[src/rtl/expr_pkg.sv]
// Shared encodings for the expression evaluator: FSM states, character
// constants and the decoded-character bundle used by the syntax checker.
package expr_pkg;

  localparam logic [1:0] S0   = 2'd0;
  localparam logic [1:0] SD   = 2'd1;
  localparam logic [1:0] SOP  = 2'd2;
  localparam logic [1:0] SERR = 2'd3;

  localparam logic [7:0] CH_0   = 8'h30;
  localparam logic [7:0] CH_9   = 8'h39;
  localparam logic [7:0] CH_ADD = 8'h2B;
  localparam logic [7:0] CH_MUL = 8'h2A;
  localparam logic [7:0] CH_EQ  = 8'h3D;

  localparam int unsigned DIG_W = 4;
  localparam int unsigned ACC_W = 32;

  typedef struct packed {
    logic             is_digit;
    logic             is_add;
    logic             is_mul;
    logic             is_eq;
    logic             is_bad;
    logic [DIG_W-1:0] digit_val;
  } char_class_t;

endpackage

[src/rtl/expr_char_class.sv]
// Combinational decode of one ASCII character into its token class.
module expr_char_class
  import expr_pkg::*;
(
  input  logic [7:0]       in,
  output logic             is_digit,
  output logic             is_add,
  output logic             is_mul,
  output logic             is_eq,
  output logic             is_bad,
  output logic [DIG_W-1:0] digit_val
);

  logic [7:0] off;

  always_comb begin
    off       = in - CH_0;
    is_digit  = (in >= CH_0) && (in <= CH_9);
    is_add    = (in == CH_ADD);
    is_mul    = (in == CH_MUL);
    is_eq     = (in == CH_EQ);
    is_bad    = !(is_digit || is_add || is_mul || is_eq);
    digit_val = is_digit ? off[DIG_W-1:0] : '0;
  end

endmodule

[src/rtl/expr_eval.sv]
// Streaming evaluator for "digit (op digit)* =" with '*' binding tighter
// than '+'; sum holds finished terms, prod the term being built.
module expr_eval
  import expr_pkg::*;
(
  input  logic             clk,
  input  logic             clr,
  input  logic             in_valid,
  input  logic [7:0]       in,
  output logic             done,
  output logic             ok,
  output logic [ACC_W-1:0] result
);

  char_class_t cc;

  expr_char_class u_cls (
    .in        (in),
    .is_digit  (cc.is_digit),
    .is_add    (cc.is_add),
    .is_mul    (cc.is_mul),
    .is_eq     (cc.is_eq),
    .is_bad    (cc.is_bad),
    .digit_val (cc.digit_val)
  );

  logic [1:0]       state_q, state_d;
  logic [ACC_W-1:0] sum_q, sum_d;
  logic [ACC_W-1:0] prod_q, prod_d;
  logic             mul_pending_q, mul_pending_d;
  logic [ACC_W-1:0] result_q, result_d;
  logic             done_q, done_d;
  logic             ok_q, ok_d;

  // Single-cycle 32x4 multiply: one shifted partial product per digit bit.
  logic [DIG_W-1:0][ACC_W-1:0] pp;
  logic [ACC_W-1:0]            prod_x;

  for (genvar g = 0; g < DIG_W; g++) begin : g_pp
    assign pp[g] = cc.digit_val[g] ? (prod_q << g) : '0;
  end

  assign prod_x = pp[0] + pp[1] + pp[2] + pp[3];

  always_comb begin
    state_d       = state_q;
    sum_d         = sum_q;
    prod_d        = prod_q;
    mul_pending_d = mul_pending_q;
    result_d      = result_q;
    done_d        = 1'b0;
    ok_d          = 1'b0;

    if (in_valid) begin
      case (state_q)
        S0, SOP: begin
          if (cc.is_digit) begin
            prod_d  = mul_pending_q ? prod_x : {{(ACC_W-DIG_W){1'b0}}, cc.digit_val};
            state_d = SD;
          end else if (cc.is_eq) begin
            done_d  = 1'b1;
            state_d = S0;
          end else begin
            state_d = SERR;
          end
        end
        SD: begin
          if (cc.is_add) begin
            sum_d         = sum_q + prod_q;
            mul_pending_d = 1'b0;
            state_d       = SOP;
          end else if (cc.is_mul) begin
            mul_pending_d = 1'b1;
            state_d       = SOP;
          end else if (cc.is_eq) begin
            result_d = sum_q + prod_q;
            done_d   = 1'b1;
            ok_d     = 1'b1;
            state_d  = S0;
          end else begin
            state_d = SERR;
          end
        end
        default: begin
          if (cc.is_eq) begin
            done_d  = 1'b1;
            state_d = S0;
          end
        end
      endcase

      // Every termination starts the next expression from a clean slate.
      if (cc.is_eq) begin
        sum_d         = '0;
        prod_d        = '0;
        mul_pending_d = 1'b0;
      end
    end
  end

  always_ff @(posedge clk or posedge clr) begin
    if (clr) begin
      state_q       <= S0;
      sum_q         <= '0;
      prod_q        <= '0;
      mul_pending_q <= 1'b0;
      result_q      <= '0;
      done_q        <= 1'b0;
      ok_q          <= 1'b0;
    end else begin
      state_q       <= state_d;
      sum_q         <= sum_d;
      prod_q        <= prod_d;
      mul_pending_q <= mul_pending_d;
      result_q      <= result_d;
      done_q        <= done_d;
      ok_q          <= ok_d;
    end
  end

  assign done   = done_q;
  assign ok     = ok_q;
  assign result = result_q;

endmodule

[config.mk]
export PLATFORM = sky130hd
export DESIGN_NAME = expr_eval
export DESIGN_NICKNAME = d
export VERILOG_FILES = /design/src/rtl/expr_pkg.sv /design/src/rtl/expr_char_class.sv /design/src/rtl/expr_eval.sv
export SDC_FILE = /design/constraint.sdc
export NUM_CORES = 1
export LEC_CHECK = 0
export ABC_AREA = 1
export BUFFER_PORTS_ARGS = -buffer_cell sky130_fd_sc_hd__buf_2
export CORE_MARGIN = 3
export CORE_UTILIZATION = 30
export CTS_CLUSTER_DIAMETER = 30
export DETAILED_ROUTE_END_ITERATION = 6
export SYNTH_ARGS = -nofsm -noshare
export SYNTH_HDL_FRONTEND = slang
export SYNTH_SLANG_ARGS = --single-unit
[constraint.sdc]
create_clock -name clk -period 4.03 [get_ports clk]
set_clock_uncertainty 0.05 [all_clocks]
set_input_delay 0.806 -clock clk [delete_from_list [all_inputs] [get_ports clk]]
set_output_delay 0.806 -clock clk [all_outputs]
set_load 0.02 [all_outputs]
### After elaboration in Yosys (flattened, before gate mapping)

Cells that the tools add are included.
W data, S select, Z words.

| storage, ports and cells | value |
|---|---|
| logic and storage cells | 65 |
| output and inout bits | 34 |
| register bits after elaboration | 101 |
| bits of input ports | 11 |

| operators by class | value |
|---|---|
| multiplexer cells | 30 |
| $lt $le $gt $ge | 2 |
| bitwise gates (word level) | 2 |
| reduce and logical (&&, ||, !) cells | 14 |
| add/subtract/negate cells | 5 |
| equality and inequality tests | 5 |

Operators with widths:

| kind | number |
|---|---|
| $mux W32 | 11 |
| $add A32 B32 Y32 | 4 |
| $eq A8 B6 Y1 const B | 3 |
| $mux W1 | 11 |
| $mux W2 | 5 |
| $reduce_and A3 Y1 | 3 |
| $ge A8 B6 Y1 const B | 1 |
| $le A8 B6 Y1 const B | 1 |
| $reduce_bool A2 Y1 | 4 |
| $reduce_bool A3 Y1 | 2 |
| $reduce_and A5 Y1 | 1 |
| $mux W4 | 1 |
| $pmux W2 S2 | 1 |
| $sub A4 B1 Y4 const B | 1 |
| $eq A2 B1 Y1 const B | 1 |
| $eq A2 B2 Y1 const B | 1 |
| $logic_not A2 Y1 | 1 |
| $not A1 Y1 | 2 |
| $pmux W1 S2 | 1 |
| $reduce_and A2 Y1 | 1 |
| $reduce_or A2 Y1 | 1 |
| $logic_and A1 B1 Y1 | 1 |

### Longest topological paths before layout

Gate-level depths: netlist (run 1).

| logic depth | value |
|---|---|
| depth in word-level cells | 11 |
| mapped depth | 27 |
| mapped depth without buffers | 26 |

### Modules after synthesis

From an unflattened synthesis (run 1), not the netlist that was laid out.

| unflattened totals | value |
|---|---|
| cell total of the unflattened synthesis | 1754 |
| area total of the unflattened synthesis | 10772.8 µm² |

Modules (own cells, without submodules):

| module | cells an instance | sequential area each (µm²) | area an instance (µm²) | instances |
|---|---|---|---|---|
| expr_eval | 1718 | 2527.4 | 10631.4 | 1 |
| expr_char_class | 36 | 0.0 | 141.4 | 1 |

### Worst setup path before layout (run 1)

Ideal clock, no wire load.

| timing | value |
|---|---|
| path kind | input port to flip-flop |
| from | input in[5] |
| to | register prod_q[23] |
| stages on the path | 24 |
| data required time | 3.854 ns |
| arrival | 4.397 ns |
| path buffers | 2 |
| path slack | -0.543 ns |
| path through | nand2_1 nor2_4 nand3_1 nand3_1 buf_2 buf_1 nor2_1 fa_1 inv_1 fa_1 inv_1 ha_1 inv_1 fa_1 inv_1 nand3_1 nand2_1 nand3_1 nand3_1 a21oi_1 o21bai_1 nand2_1 nand2_1 o22ai_1 |

| on the way | value |
|---|---|
| longest elaborated chain between the ends | 11 |

Ends and longest elaborated chain:

| item | RTL line | source |
|---|---|---|
| from (decl) | expr_eval.sv:9 | `input logic [7:0] in,` |
| $ge A8 B6 Y1 / $le A8 B6 Y1 (equally long branches) | expr_char_class.sv:18 | `is_digit = (in >= CH_0) && (in <= CH_9);` |
| $logic_and A1 B1 Y1 | expr_char_class.sv:18 |  |
| $mux W4 | expr_char_class.sv:23 | `digit_val = is_digit ? off[DIG_W-1:0] : '0;` |
| $mux W32 | expr_eval.sv:40 | `assign pp[g] = cc.digit_val[g] ? (prod_q << g) : '0;` |
| $add A32 B32 Y32 (3 in a row) | expr_eval.sv:43 | `assign prod_x = pp[0] + pp[1] + pp[2] + pp[3];` |
| $mux W32 | expr_eval.sv:58 | `prod_d = mul_pending_q ? prod_x : {{(ACC_W-DIG_W){1'b0}}, cc.digit_val};` |
| $mux W32 | expr_eval.sv:57 | `if (cc.is_digit) begin` |
| $mux W32 | expr_eval.sv:55 | `case (state_q)` |
| $mux W32 | expr_eval.sv:93 | `if (cc.is_eq) begin` |
| to (signal assigned) | expr_eval.sv:113 | `prod_q <= prod_d;` |
| to (decl) | expr_eval.sv:29 | `logic [ACC_W-1:0] prod_q, prod_d;` |

Parallel ways exist; a longest one is shown, timed or not. The select of a mux whose other input is x is not followed.
A chain may end at the register's enable or synchronous reset.

### Worst setup path in the final report (run 1)

| timing | value |
|---|---|
| from | input in[2] |
| to | register prod_q[29] |

Same word-level chain as after synthesis.

==> summary.md, run 1 <==
| Metric | Value |
|---|---|
| Worst path arrival time | `4.36 ns` |
| Post-DP Area | `between 0.01 and 0.015 mm²` |
| Syn_area_per_cell | `a little over 7 µm²` |
| DRT Pass-1 Iters | `5` |
| DR WL/cell | `roughly 16 µm` |
| Pre-CTS WS | `-0.8011 ns` |
| GP Congestion | `around 0.94` |
| Crit path max fanout | `4` |
| Die height | `about 180 µm` |
| WP data required | `4.23 ns` |
| Seq/Total Area, Yosys | `between 20% and 30%` |
| Unrepaired setup endpoints after global routing | `yes` |
| Die area | `~0.034 mm²` |
| Yosys cell types | `48` |
| Pins Over Slew Limit | `0` |
| Worst skew pair latency | `0.36 ns` |
| Hold_buf cts | `0` |
| Post-Syn Instances | `approximately 1,400` |
| PortBufs | `44` |
| Longest Clk Path Bufs | `2` |
| Max cap viols | `0` |
| CTS root buf | `clkbuf_16` |
| Finished Cell Area | `between 0.01 and 0.015 mm²` |
| Worst-Margin Slew | `just under 1 ns` |
| Top_reg_cell synth | `dfrtp_1` |
| CP bufs+invs | `9` |
| Dominant cell type by area after synthesis | `dfrtp_1` |
| Slowest CP cell | `fa_1` |
| Fin util | `between 40% and 50%` |
| Die W | `around 180 µm` |
| First-pass GRT wire length | `49.06 mm` |
| Largest net degree at the start of global routing | `between 70 and 80` |
| Synth area leaders | `dfrtp_1 (26%), nand2_1 (13%), fa_1 (12%)` |
| Outcome | `finished with violations` |
| Pleak | `around 6.4 nW` |
| Number of flops mapped to enable cells by yosys | `0` |
| Final period utilization | `103.4%` |
| Worst-path clk slew | `0.07 ns` |
| Synthesized flop and latch total | `101` |
| DRC | `0` |
| Register Area | `0.002527 mm²` |
| Number of H-tree levels | `3` |
| Filler instances | `3,105` |
| Fmax achieved | `around 240 MHz` |
| Synth warnings | `0` |
| Vias in the first global route | `between 9,000 and 10,000` |
| Hold Slack | `about 0.42 ns` |
| Final setup viols | `14` |
| IO Pins | `between 40 and 50` |
| TritonCTS Sinks | `about 100` |
| Placed cells | `approximately 1,900` |
| Fin crit period | `approximately 4.2 ns` |
| Multi-input gate area | `0.006948 mm²` |
| Drt via density | `around 4.9` |
| Setup crit start kind | `input port` |
| Overall power | `roughly 3.9 mW` |
| Post-synth ARST share | `100.0%` |
| Slew HR | `a little over a third` |
| Initial Util | `slightly above 30%` |
| Failing checks | `setup timing` |
| Final nets | `roughly 1,600` |
| Critical path type | `input port to flip-flop` |
| Initial drt markers | `between 600 and 700` |
| Share of cells above drive strength 1 | `25.89%` |
| Post-route ant nets | `0` |
| Crit. End Element | `flip-flop` |
| Number of buffers created by CTS | `9` |
| Crit path max-delay family | `adder cells` |
| Post-synth top area share | `26.42%` |
| Worst stage delay on the critical path | `roughly 0.43 ns` |
| FP Rows | `64` |
| Final setup margin | `-0.1376 ns` |
| Initial antenna violation count | `0` |
| Synthesized net count | `1,485` |
| Top cell by count, worst path | `nand3_4` |
| Detailed placement HPWL | `~23 mm` |
| PD cells | `~310 mW/mm²` |
| CTS tree | `done` |
| Hold Violations, Final | `0` |
| Core area | `0.03099 mm²` |
| Antenna cell count | `0` |
| Non-Filler Instances | `around 1,900` |
| Hold Crit Class | `flip-flop to flip-flop` |
| Final wirelength | `~30 mm` |
| Global Route Usage Sum | `roughly 18%` |
| Worst vdd ir | `between 200 and 250 µV` |
| Fin Setup TNS | `-1.018 ns` |
| Synth-to-Final Area Change | `31.80%` |
| Total gr overflow | `0` |
| Synthesized area | `between 0.009 and 0.01 mm²` |
| Vias | `9,464` |
[routing by layer]
metal,GRT usage (%),routed length [µm]
met5,0,0
met4,6.199,937
met3,1.895,1362
met2,29.91,14030
met1,24.35,13820
[worst register-to-register path, stage by stage, from the launching register on]
cell and delay [ns]:
dfrtp_1 0.46, inv_1 0.20, nor2_1 0.10, fa_1 0.53, inv_1 0.05, fa_1 0.53, inv_1 0.07, ha_4 0.31
nand2_2 0.12, o21ai_2 0.15, a21oi_2 0.06, buf_4 0.13, buf_4 0.13, o211ai_1 0.29, a21oi_2 0.09, o21ai_1 0.11
nand2_1 0.07
[logic make-up after synthesis]
group                    count (synthesis)  share of synthesized area, %
adder cells (fa/ha/maj)                120                         20.32
XOR/XNOR                                22                         2.014
AND/OR/NAND/NOR                        615                         26.69
buffers and inverters                  261                         10.72
flip-flops                             101                         26.42
AO/OA/AOI/OAI                          235                         13.84
[area by class of cell]
cell class                      instances  area share, %
Clock buffer                           10          1.895
Clock inverter                          6         0.4266
Tap cell                              396          3.929
Multi-Input combinational cell        992          55.09
Timing Repair Buffer                  178          11.42
Sequential cell                       101          20.04
Inverter                              235          7.193
[final timing paths]
path / startpoint / end / slack, ns / cells after the start
max in group asynchronous: clr / sum_q[19] / 2.59 / 3
setup / recovery: in[2] / prod_q[29] / -0.14 / 26
min in group asynchronous: clr / result[2] / 0.60 / 2
hold / removal: result[16] / result[16] / 0.42 / 2
setup reg to reg: prod_q[19] / prod_q[29] / 0.48 / 16
hold reg to reg: result[16] / result[16] / 0.42 / 2
[sequential cells by signal (all words and copies together) (netlist names)]
signal	cells
result	32
ok	1
state_q	2
sum_q	32
prod_q	32
done	1
mul_pending_q	1
[placed cells by master, fill, tap and decap left out, types with 4 or more instances in the layout]
cell type,n
nand2_1,296
inv_1,200
nor2_1,141
buf_4,116
dfrtp_1,101
o21ai_0,61
nand3_1,58
fa_1,57
a21oi_1,55
buf_2,39
ha_1,34
o21ai_1,31
nor2_2,27
ha_4,27
inv_2,24
nand2_2,21
a21oi_2,21
nand4_1,14
xnor2_1,12
a21o_1,11
o21ai_2,11
o22ai_1,11
buf_6,11
nor2_4,10
clkbuf_16,9
buf_12,9
nand3_2,8
xor2_1,8
nand2_4,7
nand3b_1,7
nor3_1,6
a21oi_4,6
inv_4,5
nand3_4,5
or2_2,5
clkinv_4,4
[synthesized netlist by cell type, types with 3 or more instances]
master,instances
nor3_1,8
nand4_1,14
ha_1,61
nand2_1,321
o2111ai_1,3
nor2_1,175
xnor2_1,12
fa_1,59
clkbuf_1,9
a21oi_2,6
o21ai_1,19
inv_2,3
nand3_1,71
nand3b_1,7
inv_1,227
or2_2,6
o21bai_1,6
xor2_1,10
a21oi_1,76
buf_2,13
a31oi_1,5
o211ai_1,3
dfrtp_1,101
buf_6,3
o22ai_1,12
o21ai_0,82
a21o_1,11
[where the power goes]
group	switching (mW)	internal (mW)
Sequential	0.246	1.20
Combinational	1.05	0.568
Clock	0.440	0.447
Total	1.73	2.21
[what timing repair did]
| action | 4_1_cts | 5_1_grt |
|---|---|---|
| buffers inserted | 15 | 0 |
| pin swaps | 56 | 14 |
| gates cloned | 2 | 0 |
| gates resized for setup | 101 | 70 |
| endpoints found under the setup margin | 22 | 24 |
| hold endpoints to repair | 0 | 0 |
(Power assumes the default switching activity.)
==> run 2, diff against run 1 <==
--- a/config.mk
+++ b/config.mk
@@ -8,7 +8,7 @@
 export ABC_AREA = 1
 export BUFFER_PORTS_ARGS = -buffer_cell sky130_fd_sc_hd__buf_2
 export CORE_MARGIN = 3
-export CORE_UTILIZATION = 30
+export CORE_UTILIZATION = 45
 export CTS_CLUSTER_DIAMETER = 30
 export DETAILED_ROUTE_END_ITERATION = 6
 export SYNTH_ARGS = -nofsm -noshare
==> summary.md, run 2 (same netlist as run 1, synthesis figures left out) <==
| Metric | Value |
|---|---|
| Outcome | `finished with violations` |
| Failing checks | `setup timing` |
| Antenna cell count | `0` |
| Max cap viols | `0` |
| Worst skew pair latency | `roughly 0.36 ns` |
| Hold Crit Class | `flip-flop to flip-flop` |
| Post-route ant nets | `0` |
| Longest Clk Path Bufs | `2` |
| Critical path type | `input port to flip-flop` |
| CTS tree | `done` |
| PD cells | `approximately 310 mW/mm²` |
| Core area | `around 0.021 mm²` |
| DRT Pass-1 Iters | `5` |
| Die height | `151.8 µm` |
| GP Congestion | `a little over 0.9` |
| WP data required | `~4.2 ns` |
| Crit path max fanout | `8` |
| Worst vdd ir | `around 270 µV` |
| Int Pwr | `~2.2 mW` |
| Worst-path clk slew | `approximately 0.080 ns` |
| Switch Pwr | `1.758 mW` |
| PortBufs | `between 40 and 50` |
| Hold Violations, Final | `0` |
| Post-DP Area | `roughly 0.011 mm²` |
| Pleak | `6.393 nW` |
| Vias in the first global route | `roughly 9,500` |
| CTS root buf | `clkbuf_16` |
| Comb pwr share | `between 40% and 50%` |
| Initial Util | `46.54%` |
| DR WL/cell | `~16 µm` |
| First-pass GRT wire length | `a little under 50 mm` |
| IO Pins | `45` |
| Initial drt markers | `around 450` |
| Final period utilization | `100.9%` |
| Drt via density | `approximately 5.2` |
| Die W | `151.8 µm` |
| Finished Cell Area | `about 0.013 mm²` |
| Initial antenna violation count | `0` |
| Unrepaired setup endpoints after global routing | `yes` |
| Fin crit period | `between 4 and 5 ns` |
| Switching share of total power | `~44%` |
| Most common cell after layout, fill and taps aside | `nand2_1` |
| Crit. End Element | `flip-flop` |
| Power share of the clock group | `~22%` |
| Synth-to-Final Area Change | `31.24%` |
| Detailed placement HPWL | `~23 mm` |
| Number of buffers created by CTS | `9` |
| TritonCTS Sinks | `between 100 and 150` |
| Total gr overflow | `0` |
| Worst-Margin Slew | `0.9365 ns` |
| Share of cells above drive strength 1 | `27.93%` |
| Seq pwr share | `a little under two fifths` |
| Global Route Usage Sum | `between 20% and 30%` |
| Final setup viols | `3` |
| Fmax achieved | `246.0 MHz` |
| Worst path arrival time | `between 4 and 5 ns` |
| Die area | `between 0.02 and 0.025 mm²` |
| Leading cell types in the layout, fill and taps excluded | `nand2_1 (290), inv_1 (190), nor2_1 (134)` |
| Vias | `approximately 9,400` |
| Final nets | `~1,700` |
| Slew HR | `a little under two fifths` |
| Pre-CTS WS | `-0.7501 ns` |
| Pins Over Slew Limit | `0` |
| Final setup margin | `-0.03519 ns` |
| Final wirelength | `between 20 and 30 mm` |
| Number of H-tree levels | `3` |
| DRC | `0` |
| Setup crit start kind | `input port` |
| FP Rows | `52` |
| Largest net degree at the start of global routing | `61` |
## run 2: cell count changes in the layout (fill, tap and decap cells not counted), sizes merged
cell	previous run	this run
clkinv	8	9
buf	178	191
inv	232	233
clkinvlp	1	0
## run 2: per-stage QoR
step	hold WS [ns]	utilization (%)	setup TNS, ns	total power [mW]	instances
global route	0.4476	61.08	-2.402	4.237	1806
global placement	0.4079	55.36	-10.19	2.968	1767
finish	0.4251	61.08	-0.04694	3.954	1806
detailed placement	0.4104	55.36	-10.87	2.982	1767
floorplan	0.4053	-	-0.05146	2.489	1354
CTS	0.4287	58.78	-0.1649	3.893	1797
## run 2: power by group through the flow
stage | logic, mW | registers, mW | clock network [mW]
final | 1.63 | 1.45 | 0.873
after global routing | 1.83 | 1.47 | 0.937
after CTS | 1.56 | 1.44 | 0.892
after detailed placement | 1.53 | 1.46 | 0
after global placement | 1.52 | 1.45 | 0
after floorplan | 1.14 | 1.35 | 0
## run 2: critical path, stage by stage
cell and delay, ns:
buf_4 0.10, nand2_4 0.06, nor2_4 0.13, nand3_4 0.11, nand2_4 0.11, nor2_4 0.06, clkinv_4 0.09, buf_12 0.14
nor2_1 0.06, fa_1 0.49, inv_1 0.06, fa_1 0.55, inv_1 0.07, ha_4 0.30, nand2_1 0.13, nor3_4 0.24
nand4_1 0.16, nand3_2 0.13, a21oi_1 0.07, o21ai_1 0.12, buf_4 0.15, o21ai_0 0.09
## run 2: final cells by class
cell class,instances,area [µm²]
Clock inverter,6,57.56
Fill cell,1899,8003
Multi-Input combinational cell,992,6969
Clock buffer,9,225.2
Timing Repair Buffer,192,1521
Sequential cell,101,2527
Timing Repair inverter,1,11.26
Inverter,235,907.1
Tap cell,270,337.8
## run 2: worst paths after layout
check / start / endpoint / cells after the start / slack (ns)
setup / recovery: in[5] / prod_q[21] / 22 / -0.04
hold / removal: result[10] / result[10] / 2 / 0.43
setup reg to reg: prod_q[9] / prod_q[18] / 19 / 0.53
hold reg to reg: result[10] / result[10] / 2 / 0.43
max in group asynchronous: clr / ok / 3 / 2.52
min in group asynchronous: clr / sum_q[2] / 2 / 0.54
## run 2: timing repair
action | CTS | global route
gates resized for setup | 77 | 131
setup buffers | 13 | 8
endpoints found under the setup margin | 20 | 24
hold buffers | 0 | 0
pin swaps | 22 | 47
cloned | 2 | 2
## run 2: per-layer routing
layer	vias up	global-route usage [%]	part of all wire, %
li1	4667	-	-
met1	4444	36.27	47
met2	242	40.39	46
met3	47	3.385	4.9
met4	0	6.764	2.5
met5	-	0	0
